### src/rtl/gate_exerciser.sv
// Drives the four {a,b} vectors into a gate block and checks its six results.
// Define GATE_EXERCISER_FAILLOG_EN to add fail_vec/fail_mask capture of the first failing sample.
module gate_exerciser #(
  parameter int SETTLE = 2,
  parameter int PASSES = 1
) (
  input  logic       clk,
  input  logic       rst,
  input  logic       start,
  input  logic       abort,
  input  logic [5:0] res_in,
  output logic       a_out,
  output logic       b_out,
  output logic       busy,
  output logic       done,
  output logic       pass,
  output logic [3:0] err_count,
  output logic [1:0] vec_idx
`ifdef GATE_EXERCISER_FAILLOG_EN
  ,
  output logic [1:0] fail_vec,
  output logic [5:0] fail_mask
`endif
);

  typedef enum logic [1:0] {IDLE, DRIVE, SAMPLE, DONE} state_t;

  state_t     state, state_nxt;
  logic [3:0] settle_cnt;
  logic [7:0] sweep;
  logic [5:0] expected;
  logic [5:0] diff;
  logic       mismatch;
  logic       last_sweep;
  logic [1:0] vec_next;

  assign expected   = {a_out & b_out, a_out | b_out, ~a_out, a_out ^ b_out,
                       ~(a_out & b_out), ~(a_out | b_out)};
  assign diff       = res_in ^ expected;
  assign mismatch   = |diff;
  assign last_sweep = (sweep == 8'(PASSES - 1));
  assign vec_next   = vec_idx + 2'd1;
  assign busy       = (state != IDLE);

  always_ff @(posedge clk or posedge rst) begin
    if (rst) state <= IDLE;
    else     state <= state_nxt;
  end

  always_comb begin
    state_nxt = state;
    case (state)
      IDLE:   if (start && !abort) state_nxt = DRIVE;
      DRIVE: begin
        if (abort)                               state_nxt = IDLE;
        else if (settle_cnt == 4'(SETTLE - 1))   state_nxt = SAMPLE;
      end
      SAMPLE: begin
        if (abort)                               state_nxt = IDLE;
        else if (vec_idx != 2'd3 || !last_sweep) state_nxt = DRIVE;
        else                                     state_nxt = DONE;
      end
      DONE:   state_nxt = IDLE;
      default: state_nxt = IDLE;
    endcase
  end

  // Datapath: stimulus, counters and result registers follow the state transitions above.
  always_ff @(posedge clk or posedge rst) begin
    if (rst) begin
      a_out      <= 1'b0;
      b_out      <= 1'b0;
      done       <= 1'b0;
      pass       <= 1'b0;
      err_count  <= 4'd0;
      vec_idx    <= 2'd0;
      sweep      <= 8'd0;
      settle_cnt <= 4'd0;
`ifdef GATE_EXERCISER_FAILLOG_EN
      fail_vec   <= 2'd0;
      fail_mask  <= 6'd0;
`endif
    end else begin
      done <= 1'b0;
      if (abort && state != IDLE) begin
        pass  <= 1'b0;
        a_out <= 1'b0;
        b_out <= 1'b0;
      end else begin
        case (state)
          IDLE: begin
            if (start && !abort) begin
              vec_idx    <= 2'd0;
              sweep      <= 8'd0;
              err_count  <= 4'd0;
              pass       <= 1'b0;
              a_out      <= 1'b0;
              b_out      <= 1'b0;
              settle_cnt <= 4'd0;
`ifdef GATE_EXERCISER_FAILLOG_EN
              fail_vec   <= 2'd0;
              fail_mask  <= 6'd0;
`endif
            end
          end
          DRIVE: settle_cnt <= settle_cnt + 4'd1;
          SAMPLE: begin
            if (mismatch && err_count != 4'd15) err_count <= err_count + 4'd1;
`ifdef GATE_EXERCISER_FAILLOG_EN
            if (mismatch && err_count == 4'd0) begin
              fail_vec  <= vec_idx;
              fail_mask <= diff;
            end
`endif
            if (state_nxt == DRIVE) begin
              vec_idx    <= vec_next;
              a_out      <= vec_next[1];
              b_out      <= vec_next[0];
              settle_cnt <= 4'd0;
              if (vec_idx == 2'd3) sweep <= sweep + 8'd1;
            end else begin
              a_out <= 1'b0;
              b_out <= 1'b0;
            end
          end
          DONE: begin
            done <= 1'b1;
            pass <= (err_count == 4'd0);
          end
          default: ;
        endcase
      end
    end
  end

endmodule

### config.mk
export PLATFORM = sky130hd
export DESIGN_NAME = gate_exerciser
export DESIGN_NICKNAME = d
export VERILOG_FILES = /design/src/rtl/gate_exerciser.sv
export SDC_FILE = /design/constraint.sdc
export NUM_CORES = 1
export LEC_CHECK = 0
export BUFFER_PORTS_ARGS = -buffer_cell sky130_fd_sc_hd__buf_2
export CAP_MARGIN = 20
export CORE_ASPECT_RATIO = 0.6
export CORE_UTILIZATION = 60
export DETAILED_ROUTE_END_ITERATION = 7
export PLACE_DENSITY = 0.83
export RECOVER_POWER = 100
export SLEW_MARGIN = 20
export SYNTH_ARGS = -nofsm -noshare
export SYNTH_HDL_FRONTEND = slang
export SYNTH_SLANG_ARGS = --single-unit
### constraint.sdc
create_clock -name clk -period 3 [get_ports clk]
set_input_delay 0.45 -clock clk [delete_from_list [all_inputs] [get_ports clk]]
set_output_delay 0.45 -clock clk [all_outputs]
set_load 0.1 [all_outputs]
Word-level counts from Yosys, hierarchy flattened
Cells that the tools add are included.
- flip-flop bits (word level): 24
- logic and storage cells: 84
- reduce and logical (&&, ||, !) cells: 21
- mux-type cells: 29
- add/sub/neg operators: 4
- bitwise operators: 8
- equality and inequality tests: 13
- operators by type and width (kind ; number):
    8-bit two-way mux ; 3
    8-bit one-hot mux with 2 select lines ; 1
    2-bit two-way mux ; 7
    4-bit two-way mux ; 3
    4-bit one-hot mux with 3 select lines ; 1
    4-bit AND reduction ; 3
    2-bit != test, second input constant ; 5
    3-bit nonzero test ; 3
    4-bit by 1-bit adder with 4-bit output, second input constant ; 2
    8-bit by 1-bit adder with 8-bit output, second input constant ; 1
    8-bit logical NOT ; 1
    1-bit two-way mux ; 8
    2-bit one-hot mux with 4 select lines ; 1
    4-bit one-hot mux with 2 select lines ; 1
    2-bit equality test, second input constant ; 3
    1-bit one-hot mux with 2 select lines ; 3
    6-bit OR reduction ; 1
    6-bit bitwise XOR ; 1
    5-bit AND reduction ; 1
    2-bit by 1-bit equality test with 1-bit output, second input constant ; 2
    4-bit by 1-bit equality test with 1-bit output, second input constant ; 1
    4-bit logical NOT ; 1
    4-bit != test, second input constant ; 1
    1-bit NOT ; 4
    other kinds (12) ; 17

Logic depth before layout (Yosys ltp)
Gate-level depths: netlist of run 1.
- depth in word-level cells: 10
- gate-level depth with buffers: 7
- mapped depth without buffers: 7

Worst setup path before layout of run 1
OpenSTA, ideal clock, no wires.
- path type: reg-to-reg
- start: register a_out
- end: register err_count[3]
- stages on the path, launching flop included: 8
- setup time: 0.077 ns
- arrival time: 2.487 ns
- setup slack: 0.436 ns
- clock period less this slack: 2.564 ns
- path through: dfrtp_1 inv_1 ha_1 xnor2_1 a2111oi_2 a211oi_1 or3_1 a21oi_1
- cells in the longest elaborated chain, start to end: 7
- ends and longest elaborated chain (item ; RTL line ; text):
    start: declaration ; 12 ; output logic a_out,
    start signal: assignment ; 117 ; a_out <= vec_next[1];
    1-bit bitwise OR or 1-bit AND (tied branches) ; 37, 38 ;
    1-bit NOT ; 38 ; ~(a_out & b_out), ~(a_out | b_out)};
    6-bit bitwise XOR (*) ; 39 ; assign diff = res_in ^ expected;
    6-bit OR reduction (*) ; 40 ; assign mismatch = |diff;
    1-bit logical AND (*) ; 108 ; if (mismatch && err_count != 4'd15) err_count <= err_count + 4'd1;
    2-bit != test (no source line) (*) ; - ;
    4-bit AND reduction (no source line) (*) ; - ;
    end signal: assignment ; 108 ;
    end: declaration ; 17 ; output logic [3:0] err_count,
Mark *: on every way between the ends. The rest lies on a longest branch, timed or not.
A chain may end at the register's enable or synchronous reset.

Worst setup path in the final report of run 1
- start: register state[0]
- end: output port busy
- cells in the longest elaborated chain, start to end: 1
- ends and longest elaborated chain (item ; RTL line ; text):
    start: declaration ; 28 ; state_t state, state_nxt;
    start signal: assignment ; 47 ; else state <= state_nxt;
    2-bit nonzero test ; 43 ; assign busy = (state != IDLE);
    end: declaration ; 14 ; output logic busy,
Every way passes these cells.

==> results of run 1 <==
## layout by cell type (no fill, tap or decap), types with 2 or more instances in the layout
cell type / count
and3b_1: 2
clkbuf_1: 11
nor2_1: 12
a21oi_1: 3
o21ai_0: 17
nand2b_1: 3
ha_1: 9
nor3b_1: 2
dfrtp_1: 24
a21o_1: 2
nand2_1: 10
nand4_1: 2
nand3_1: 7
a32o_1: 3
buf_2: 9
nor2b_1: 4
or3_1: 2
clkbuf_8: 4
o31ai_1: 4
o22ai_1: 2
and3_1: 4
nor3_1: 4
inv_1: 11
a31oi_1: 2
o2111ai_1: 2
xor2_1: 3
## final timing paths
| kind | startpoint | slack [ps] | end | cells past startpoint |
|---|---|---|---|---|
| max | state[0] | 720 | busy | 3 |
| min | rst | 360 | pass | 2 |
| max reg2reg | a_out | 870 | err_count[3] | 7 |
| min reg2reg | settle_cnt[3] | 520 | settle_cnt[3] | 1 |
| max in group asynchronous | rst | 2070 | sweep[3] | 2 |
| min in group clk | abort | 440 | done | 2 |
## metrics by stage
stage                     instances  hold slack [ps]  power, W  utilization
final                           205              361  0.000688        0.723
after global routing            205              436  0.000715        0.723
after CTS                       205              399  0.000693        0.737
after detailed placement        201              508  0.000474        0.712
after global placement          201              469  0.000466        0.712
after floorplan                 151              446  0.000439            -
## registers in the layout (all words and copies together) (netlist names)
signal	flops
err_count	4
a_out	1
settle_cnt	4
sweep	8
state	2
pass	1
done	1
vec_idx	2
b_out	1
## cells by family (layout without fill, tap and decap cells)
kind of cell             Yosys count  after routing  synth area share
multiplexers                       1              1            0.0104
buffers and inverters             12             36            0.0339
adder cells (fa/ha/maj)            9              9            0.0783
AO/OA/AOI/OAI                     39             39             0.180
AND/OR/NAND/NOR                   62             62             0.255
flip-flops                        24             24             0.418
XOR/XNOR                           4              4            0.0244
## synth_stat cells, types with 3 or more instances
library cell	number	area [µm²]
and3_1	3	18.8
o21ai_0	17	85.1
nand3_1	7	35.0
nor2b_1	4	25.0
ha_1	9	113
a21oi_1	3	15.0
o31ai_1	4	30.0
inv_1	11	41.3
nand2b_1	3	18.8
xor2_1	3	26.3
dfrtp_1	24	601
nor2_1	12	45.0
a32o_1	3	30.0
nand2_1	10	37.5
nor3_1	4	20.0
## per-layer routing
metal,vias up,wire (µm),GRT usage
met4,0,21,0.0652
met5,-,0,0
met1,589,1580,0.371
met3,4,193,0.0785
met2,38,1420,0.423
li1,600,-,-
## report_power, final
group / switching, W / internal (W) / leakage [nW]
logic: 0.0000767 / 0.0000335 / 0.372
clock network: 0.000104 / 0.000117 / 0.0288
registers: 0.0000180 / 0.000339 / 0.331
total: 0.000199 / 0.000490 / 0.731
## critical path: stages (launching register included)
cell,delay (ps)
dfrtp_1,480
nor2_1,120
inv_1,90
clkbuf_1,860
## final cells by class
type                            instances  area [µm²]  share of cell area
Timing Repair Buffer                   21        93.8              0.0587
Clock buffer                            4        55.1              0.0344
Inverter                               11        41.3              0.0258
Tap cell                               30        37.5              0.0235
Multi-Input combinational cell        115         771               0.482
Sequential cell                        24         601               0.376
==> run metrics, run 1 <==
Crit. End Element=primary output; fraction of layout cells with a size suffix above 1=0.114; post-synthesis average cell area=9.52 µm²; EDFF count, synth=0; drt wl/cell=15.7 µm; vias per cell=6.00; Root Buffer=clkbuf_8; Tmin final=2280 ps; CTS H-tree lvls=1; DP HPWL=2.43 mm; postcts setup bufs=0; Worst IR Drop VDD=0.247 mV; total wire length=3.21 mm; pwr/cell area=431 nW/µm²; GRT Overall Usage=0.270; final setup vio count=0; cts bufs inserted=3; Slew @ Worst Pin=1180 ps; Synth Cell Area=1440 µm²; violation count after the first detailed-route iteration=94; fill cell count=192; Final Hold Violating Endpoints=0; Rel. slew slack=0.220; # nets final=195; clk_lat worst skew=270 ps; final worst-path cycle share=0.759; post-cts resize count=0; Max-Cap Viols=0; predominant post-synthesis flop cell=dfrtp_1; post-synth cell types=42; design area=1600 µm²; sequential share of the synthesized area=0.418; die area=2600 µm²; core region area=2210 µm²; crit path launch type=flip-flop; Die Span X=65.2 µm; Final ANT Viol Nets=0; fin. max-slew vios=0; Critical Path RT=2550 ps; routability cong.=0.912; largest net degree at the start of global routing=25; RSZ-0062 raised after global routing=false; CP Class=reg -> out; drt pass-1 iters=4; Cell Rows=13; clock buffer depth=2; vias in the first global route=1050; crit path DAT=1830 ps; gr ovfl total=0; Post-synth ARST share=1.00; LEAKAGE=0.731 nW; Initial Util=0.650; boundary pin count=21; clk sink count=24; synthesis-to-layout area growth=11.2%; outcome=completed; clk_skew=4.76 ps; CTS tree=done; Syn Nets=170; Achievable Freq=0.439 GHz; CP Max Fanout=8; first-pass GRT wire length=4.91 mm; CTS clk-pin slew, worst paths=80 ps; Fin Setup TNS=0 ps; Yosys reg bits=24; Synthesis Warnings=0; post-place setup slack=944 ps; number of antenna violations at the first check in global routing=0; input/output buffers=20; Post-Place Cell Area=1580 µm²; Antenna Cells=0; Via Count=1231; fin worst setup slack=724 ps; # DRC=0; Hold WC Path Type=in -> async; chip height=39.9 µm; cts hold-fix bufs=0; cell count after synthesis=151
No activity file was read; power rests on OpenSTA's default activity.
==> inputs of run 2 (changes only) <==
--- a/config.mk
+++ b/config.mk
@@ -5,12 +5,13 @@
 export SDC_FILE = /design/constraint.sdc
 export NUM_CORES = 1
 export LEC_CHECK = 0
+export ABC_AREA = 1
 export BUFFER_PORTS_ARGS = -buffer_cell sky130_fd_sc_hd__buf_2
 export CAP_MARGIN = 20
 export CORE_ASPECT_RATIO = 0.6
-export CORE_UTILIZATION = 60
+export CORE_UTILIZATION = 51
 export DETAILED_ROUTE_END_ITERATION = 7
-export PLACE_DENSITY = 0.83
+export PLACE_DENSITY = 0.75
 export RECOVER_POWER = 100
 export SLEW_MARGIN = 20
 export SYNTH_ARGS = -nofsm -noshare
==> constraint.sdc (replaced) <==
create_clock -name clk -period 1.9 [get_ports clk]
set_input_delay 0.285 -clock clk [delete_from_list [all_inputs] [get_ports clk]]
set_output_delay 0.285 -clock clk [all_outputs]
set_load 0.1 [all_outputs]
==> run 2 against run 1 <==
Against the previous run:
- clock skew increased by 3.0 ps
- worst hold slack got worse by 98 ps
- sequential power increased by 69%
- first-iteration DRC count decreased by 1.1%
- flip-flop and latch count unchanged
- critical endpoint unchanged
- highest routed layer unchanged
==> run metrics, run 2 <==
fraction of layout cells with a size suffix above 1=0.159; DP HPWL=2.47 mm; CTS H-tree lvls=1; input/output buffers=20; Worst IR Drop VDD=0.649 mV; end point of the critical path=busy; Synth Cell Area=1570 µm²; most flop-heavy register=sweep; first-pass GRT wire length=5.29 mm; cell count after synthesis=222; met1 GRT Util=0.347; Synthesis Warnings=0; Worst R2R Path Depth=9; clk_skew=7.74 ps; Fin Setup TNS=0 ps; RSZ-0062 raised after global routing=false; post-synthesis average cell area=7.08 µm²; EDFF count, synth=0; drt wl/cell=11.1 µm; Hold WC Path Type=in -> reg; Sequential Power Share=0.360; FF+latch area=608 µm²; vias in the first global route=1145; Via Count=1407; synthesis-to-layout area growth=14.1%; Reg-to-Reg End=sweep[0]; post-synth cell types=22; fill cell count=268; Syn Nets=241; fin. max-slew vios=0; number of antenna violations at the first check in global routing=0; Rel. slew slack=0.150; Tmin final=1730 ps; clock share of power=0.270; post-synthesis mux area share=0; routability cong.=0.934; max FFs per register=8; CP Max Fanout=6; outcome=completed; CTS clk-pin slew, worst paths=90 ps; Sw Share=0.413; crit path DAT=1440 ps; core region area=2910 µm²; grt met2 use=0.277; Crit. End Element=primary output; predominant post-synthesis flop cell=dfrtp_1; largest family of logic cells by synthesized area=simple AND/OR/NAND/NOR gates; Internal Power=0.000981 W; clk sink count=24; Cell Rows=15; Regs by FF count=sweep: 8 flops, err_count: 4 flops, settle_cnt: 4 flops; commonest non-fill, non-tap cell in the layout=nand2_1; Synth Area in Adders=0.0716; clock buffer depth=2; post-cts resize count=0; Max-Cap Viols=0; Initial Util=0.541; CTS tree=done; final setup vio count=0; cts bufs inserted=3; CP Class=reg -> out; final worst-path cycle share=0.908; crit path launch type=flip-flop; Psw=0.000691 W; drt pass-1 iters=4; boundary pin count=21; violation count after the first detailed-route iteration=93; launching point of the worst reg2reg path=state[0]; Die Span X=73.7 µm; # DRC=0; GRT Overall Usage=0.211; combinational power share=0.369; sequential share of the synthesized area=0.382; Core Util, Final=0.617; Multi-input gate area=831 µm²; LEAKAGE=0.997 nW; most frequent cells in the layout=nand2_1 (69), inv_1 (31), nor2_1 (29), nand3_1 (25), dfrtp_1 (18); Synth Area in Compound Gates=0.0255; gr ovfl total=0; Post-synth ARST share=1.00; pwr/cell area=932 nW/µm²; die area=3320 µm²; Achievable Freq=0.579 GHz; Total Power Consumption=0.00167 W; Slew @ Worst Pin=1270 ps; top post-synthesis cells by area=dfrtp_1 (38%), nand2_1 (16%), nand3_1 (8.0%), ha_1 (7.2%), inv_1 (7.2%); clk_lat worst skew=270 ps; # nets final=266; cts hold-fix bufs=0; postcts setup bufs=0; most common cell in the synthesized netlist=nand2_1; total wire length=3.19 mm; WHS=263 ps; CP startpoint=state[0]; Final ANT Viol Nets=0; simple-gate share of the synthesized area=0.411; fin worst setup slack=174 ps; post-place setup slack=256 ps; post-synth top area cell=dfrtp_1; chip height=45.0 µm; vias per cell=4.89; Commonest cells post-synth=nand2_1 (66), inv_1 (30), nor2_1 (29); Yosys reg bits=24; routing usage on met3=0.0536; Root Buffer=clkbuf_8; Final Hold Violating Endpoints=0; GRT Max-Usage Layer=met1; share of the synthesized area in the top cell type=0.382; largest net degree at the start of global routing=25; Critical Path RT=1620 ps; Antenna Cells=0; Worst R2R Setup Slack=200 ps; Synth Area in XOR/XNOR=0.0278
-- run 2: changes by cell type after synthesis, moves of 4 or more --
cell     previous run  this run
nand2_2             0         7
o31ai_1             4         0
inv_1              11        30
nor2b_1             4         0
nor2_1             12        29
o21ai_0            17         5
nand2_1            10        66
nand4_1             1         6
nand3_1             7        25
-- run 2: per-stage QoR --
step                      area, µm²  instances
final                          1790        288
after global routing           1790        288
after CTS                      1810        288
after detailed placement       1740        284
after global placement         1740        284
after floorplan                1580        222
-- run 2: final cells by class --
type / instances / share of cell area
Tap cell: 42 / 0.0293
Inverter: 32 / 0.0669
Multi-Input combinational cell: 164 / 0.463
Sequential cell: 24 / 0.339
Clock inverter: 1 / 0.0167
Clock buffer: 3 / 0.0230
Timing Repair Buffer: 22 / 0.0621
-- run 2: how the worst min path moves through the flow --
stage	start	slack (ps)	end	cells after the start
finish	abort	260	done	2
global route	abort	260	done	2
CTS	rst	50	sweep[3]	3
detailed placement	rst	350	settle_cnt[0]	3
global placement	rst	340	settle_cnt[0]	3
floorplan	rst	300	done	1
-- run 2: power groups by stage --
stage	sequential, W	clock, W	combinational [W]
4_1_cts	0.000604	0.000464	0.000638
6_report	0.000603	0.000452	0.000618
3_5_place_dp	0.000615	0	0.000633
3_3_place_gp	0.000613	0	0.000632
5_1_grt	0.000612	0.000485	0.000685
2_1_floorplan	0.000669	0	0.000459
-- run 2: routing by layer --
metal  part of all wire  wire length, µm  up-vias
li1                   -                -      748
met4             0.0013                4        0
met1               0.57             1830      620
met2               0.38             1210       37
met5                  0                0        -
met3              0.048              152        2
-- run 2: cells by family (layout without fill, tap and decap cells) --
kind of cell / Yosys count / after routing
XOR/XNOR: 5 / 5
adder cells (fa/ha/maj): 9 / 9
buffers and inverters: 34 / 58
AO/OA/AOI/OAI: 8 / 8
flip-flops: 24 / 24
AND/OR/NAND/NOR: 142 / 142
-- run 2: worst max-delay path, cell delays in order, from the launching register on --
cell	delay (ps)
dfrtp_1	430
inv_1	140
nand2_1	130
clkbuf_2	470
==> inputs of run 3 (changes only) <==
--- a/config.mk
+++ b/config.mk
@@ -12,7 +12,6 @@
 export CORE_UTILIZATION = 51
 export DETAILED_ROUTE_END_ITERATION = 7
 export PLACE_DENSITY = 0.75
-export RECOVER_POWER = 100
 export SLEW_MARGIN = 20
 export SYNTH_ARGS = -nofsm -noshare
 export SYNTH_HDL_FRONTEND = slang
==> run 3 against run 2 <==
Against the previous run:
- core utilization grew 0.56 points
- sequential power is essentially flat
- worst setup slack gained 59 ps
- critical path depth grew 9
- global-route usage is the same
- combinational power grew 3.2%
- sequential share of layout area shrank 0.30 points
- critical endpoint is now err_count[1]
==> run metrics, run 3 (synthesized netlist as in run 2, its figures left out) <==
combinational power share=0.376; core region area=2910 µm²; Post-Place Cell Area=1740 µm²; cts hold-fix bufs=0; # nets final=266; Cell Rows=15; clk_lat worst skew=270 ps; outcome=completed; final worst-path cycle share=0.877; vias in the first global route=1145; Worst R2R Setup Slack=230 ps; Core Util, Final=0.622; Fin Setup TNS=0 ps; GRT Overall Usage=0.211; most flop-heavy register=sweep; input/output buffers=20; drt pass-1 iters=4; violation count after the first detailed-route iteration=97; Worst IR Drop VDD=0.671 mV; pwr/cell area=936 nW/µm²; Achievable Freq=0.600 GHz; Worst R2R Path Depth=12; routability cong.=0.934; commonest non-fill, non-tap cell in the layout=nand2_1; clk sink count=24; DP HPWL=2.47 mm; RSZ-0062 raised after global routing=false; boundary pin count=21; CTS H-tree lvls=1; Initial Util=0.541; max FFs per register=8; launching point of the worst reg2reg path=a_out; CTS clk-pin slew, worst paths=90 ps; Tmin final=1670 ps; first-pass GRT wire length=5.29 mm; design area=1810 µm²; Via Count=1413; Regs by FF count=sweep: 8 flops, err_count: 4 flops, settle_cnt: 4 flops; Sw Share=0.414; Max-Cap Viols=0; post-cts resize count=0; Reg-to-Reg End=err_count[1]; crit path cell chain=inv_1 > ha_1 > nand2_1 > inv_1 > nor2_1 > nor2_1 > nand3_1 > nand2_1 > nand2_1 > nand3_1 > nand2_1 > nand2_1; Critical Path RT=2070 ps; Die Span X=73.7 µm; synthesis-to-layout area growth=15.1%; CP Max Fanout=5; Internal Power=0.000993 W; total wire length=3.21 mm; final setup vio count=0; Sequential Power Share=0.357; Final Hold Violating Endpoints=0; clock share of power=0.267; Slew @ Worst Pin=488 ps; Crit path largest cell delay=420 ps; clock buffer depth=2; Crit. End Element=flip-flop; Hold WC Path Type=in -> async; fraction of layout cells with a size suffix above 1=0.179; crit-path most repeated cell=nand2_1; Psw=0.000702 W; CP Class=reg -> reg; crit path DAT=1840 ps; number of antenna violations at the first check in global routing=0; postcts setup bufs=0; cts bufs inserted=3; WHS=34.8 ps; # DRC=0; fill cell count=263; Root Buffer=clkbuf_8; clk_skew=8.18 ps; chip height=45.0 µm; Antenna Cells=0; Rel. slew slack=0.677; die area=3320 µm²; Total Power Consumption=0.00170 W; drt wl/cell=11.1 µm; fin. max-slew vios=0; CTS tree=done; most frequent cells in the layout=nand2_1 (66), inv_1 (30), nor2_1 (29), nand3_1 (25), buf_2 (20); gr ovfl total=0; crit path launch type=flip-flop; LEAKAGE=1.01 nW; Final ANT Viol Nets=0; largest net degree at the start of global routing=25; CP max-delay cell=dfrtp_2; vias per cell=4.91
-- run 3: cell types whose count changed in the layout (fill, tap and decap cells not counted) --
cell	delta
buf_2	+11
buf_4	+1
clkbuf_1	-1
clkbuf_2	-11
inv_1	-1
inv_2	+1
nand2_1	-3
nand2_2	+2
nand2_4	+1
-- run 3: cell type report --
| class | count | area [µm²] | share of cell area |
|---|---|---|---|
| clock inverters | 1 | 30.0 | 0.0166 |
| flip-flops and latches | 24 | 608 | 0.336 |
| repair buffers | 22 | 115 | 0.0636 |
| clock buffers | 3 | 41.3 | 0.0228 |
| inverters | 32 | 120 | 0.0663 |
| well taps | 42 | 52.6 | 0.0290 |
| multi-input cells | 164 | 843 | 0.466 |
-- run 3: power by group through the flow --
stage,sequential [W],clock (W),combinational (W)
6_report,0.000605,0.000452,0.000638
5_1_grt,0.000613,0.000485,0.000705
3_3_place_gp,0.000613,0,0.000632
2_1_floorplan,0.000669,0,0.000459
3_5_place_dp,0.000615,0,0.000633
4_1_cts,0.000604,0.000464,0.000638
-- run 3: metrics by stage --
stage	instances	setup slack [ps]
2_1_floorplan	222	4.82
3_3_place_gp	284	275
3_5_place_dp	284	256
4_1_cts	288	237
5_1_grt	288	57.2
6_report	288	233
-- run 3: per-layer routing --
metal | vias up | part of all wire | wire length (µm) | global-route usage
li1 | 748 | - | - | -
met1 | 623 | 0.56 | 1800 | 0.347
met2 | 40 | 0.38 | 1210 | 0.277
met3 | 2 | 0.059 | 189 | 0.0536
met4 | 0 | 0.0012 | 4 | 0.0192
met5 | - | 0 | 0 | 0
-- run 3: worst max-delay path: cells and delay by family (launching register included) --
family / cells / cell delay [ps]
AND/OR/NAND/NOR: 9 / 750
flip-flops: 1 / 420
adder cells (fa/ha/maj): 1 / 300
buffers and inverters: 2 / 100
-- run 3: worst max-delay path by stage --
stage / start / endpoint / slack (ps) / depth (start not counted)
2_1_floorplan: a_out / err_count[3] / 5 / 12
3_3_place_gp: a_out / err_count[1] / 280 / 12
3_5_place_dp: a_out / err_count[1] / 260 / 12
5_1_grt: a_out / err_count[0] / 60 / 12
4_1_cts: a_out / err_count[1] / 240 / 12
6_report: a_out / err_count[1] / 230 / 12
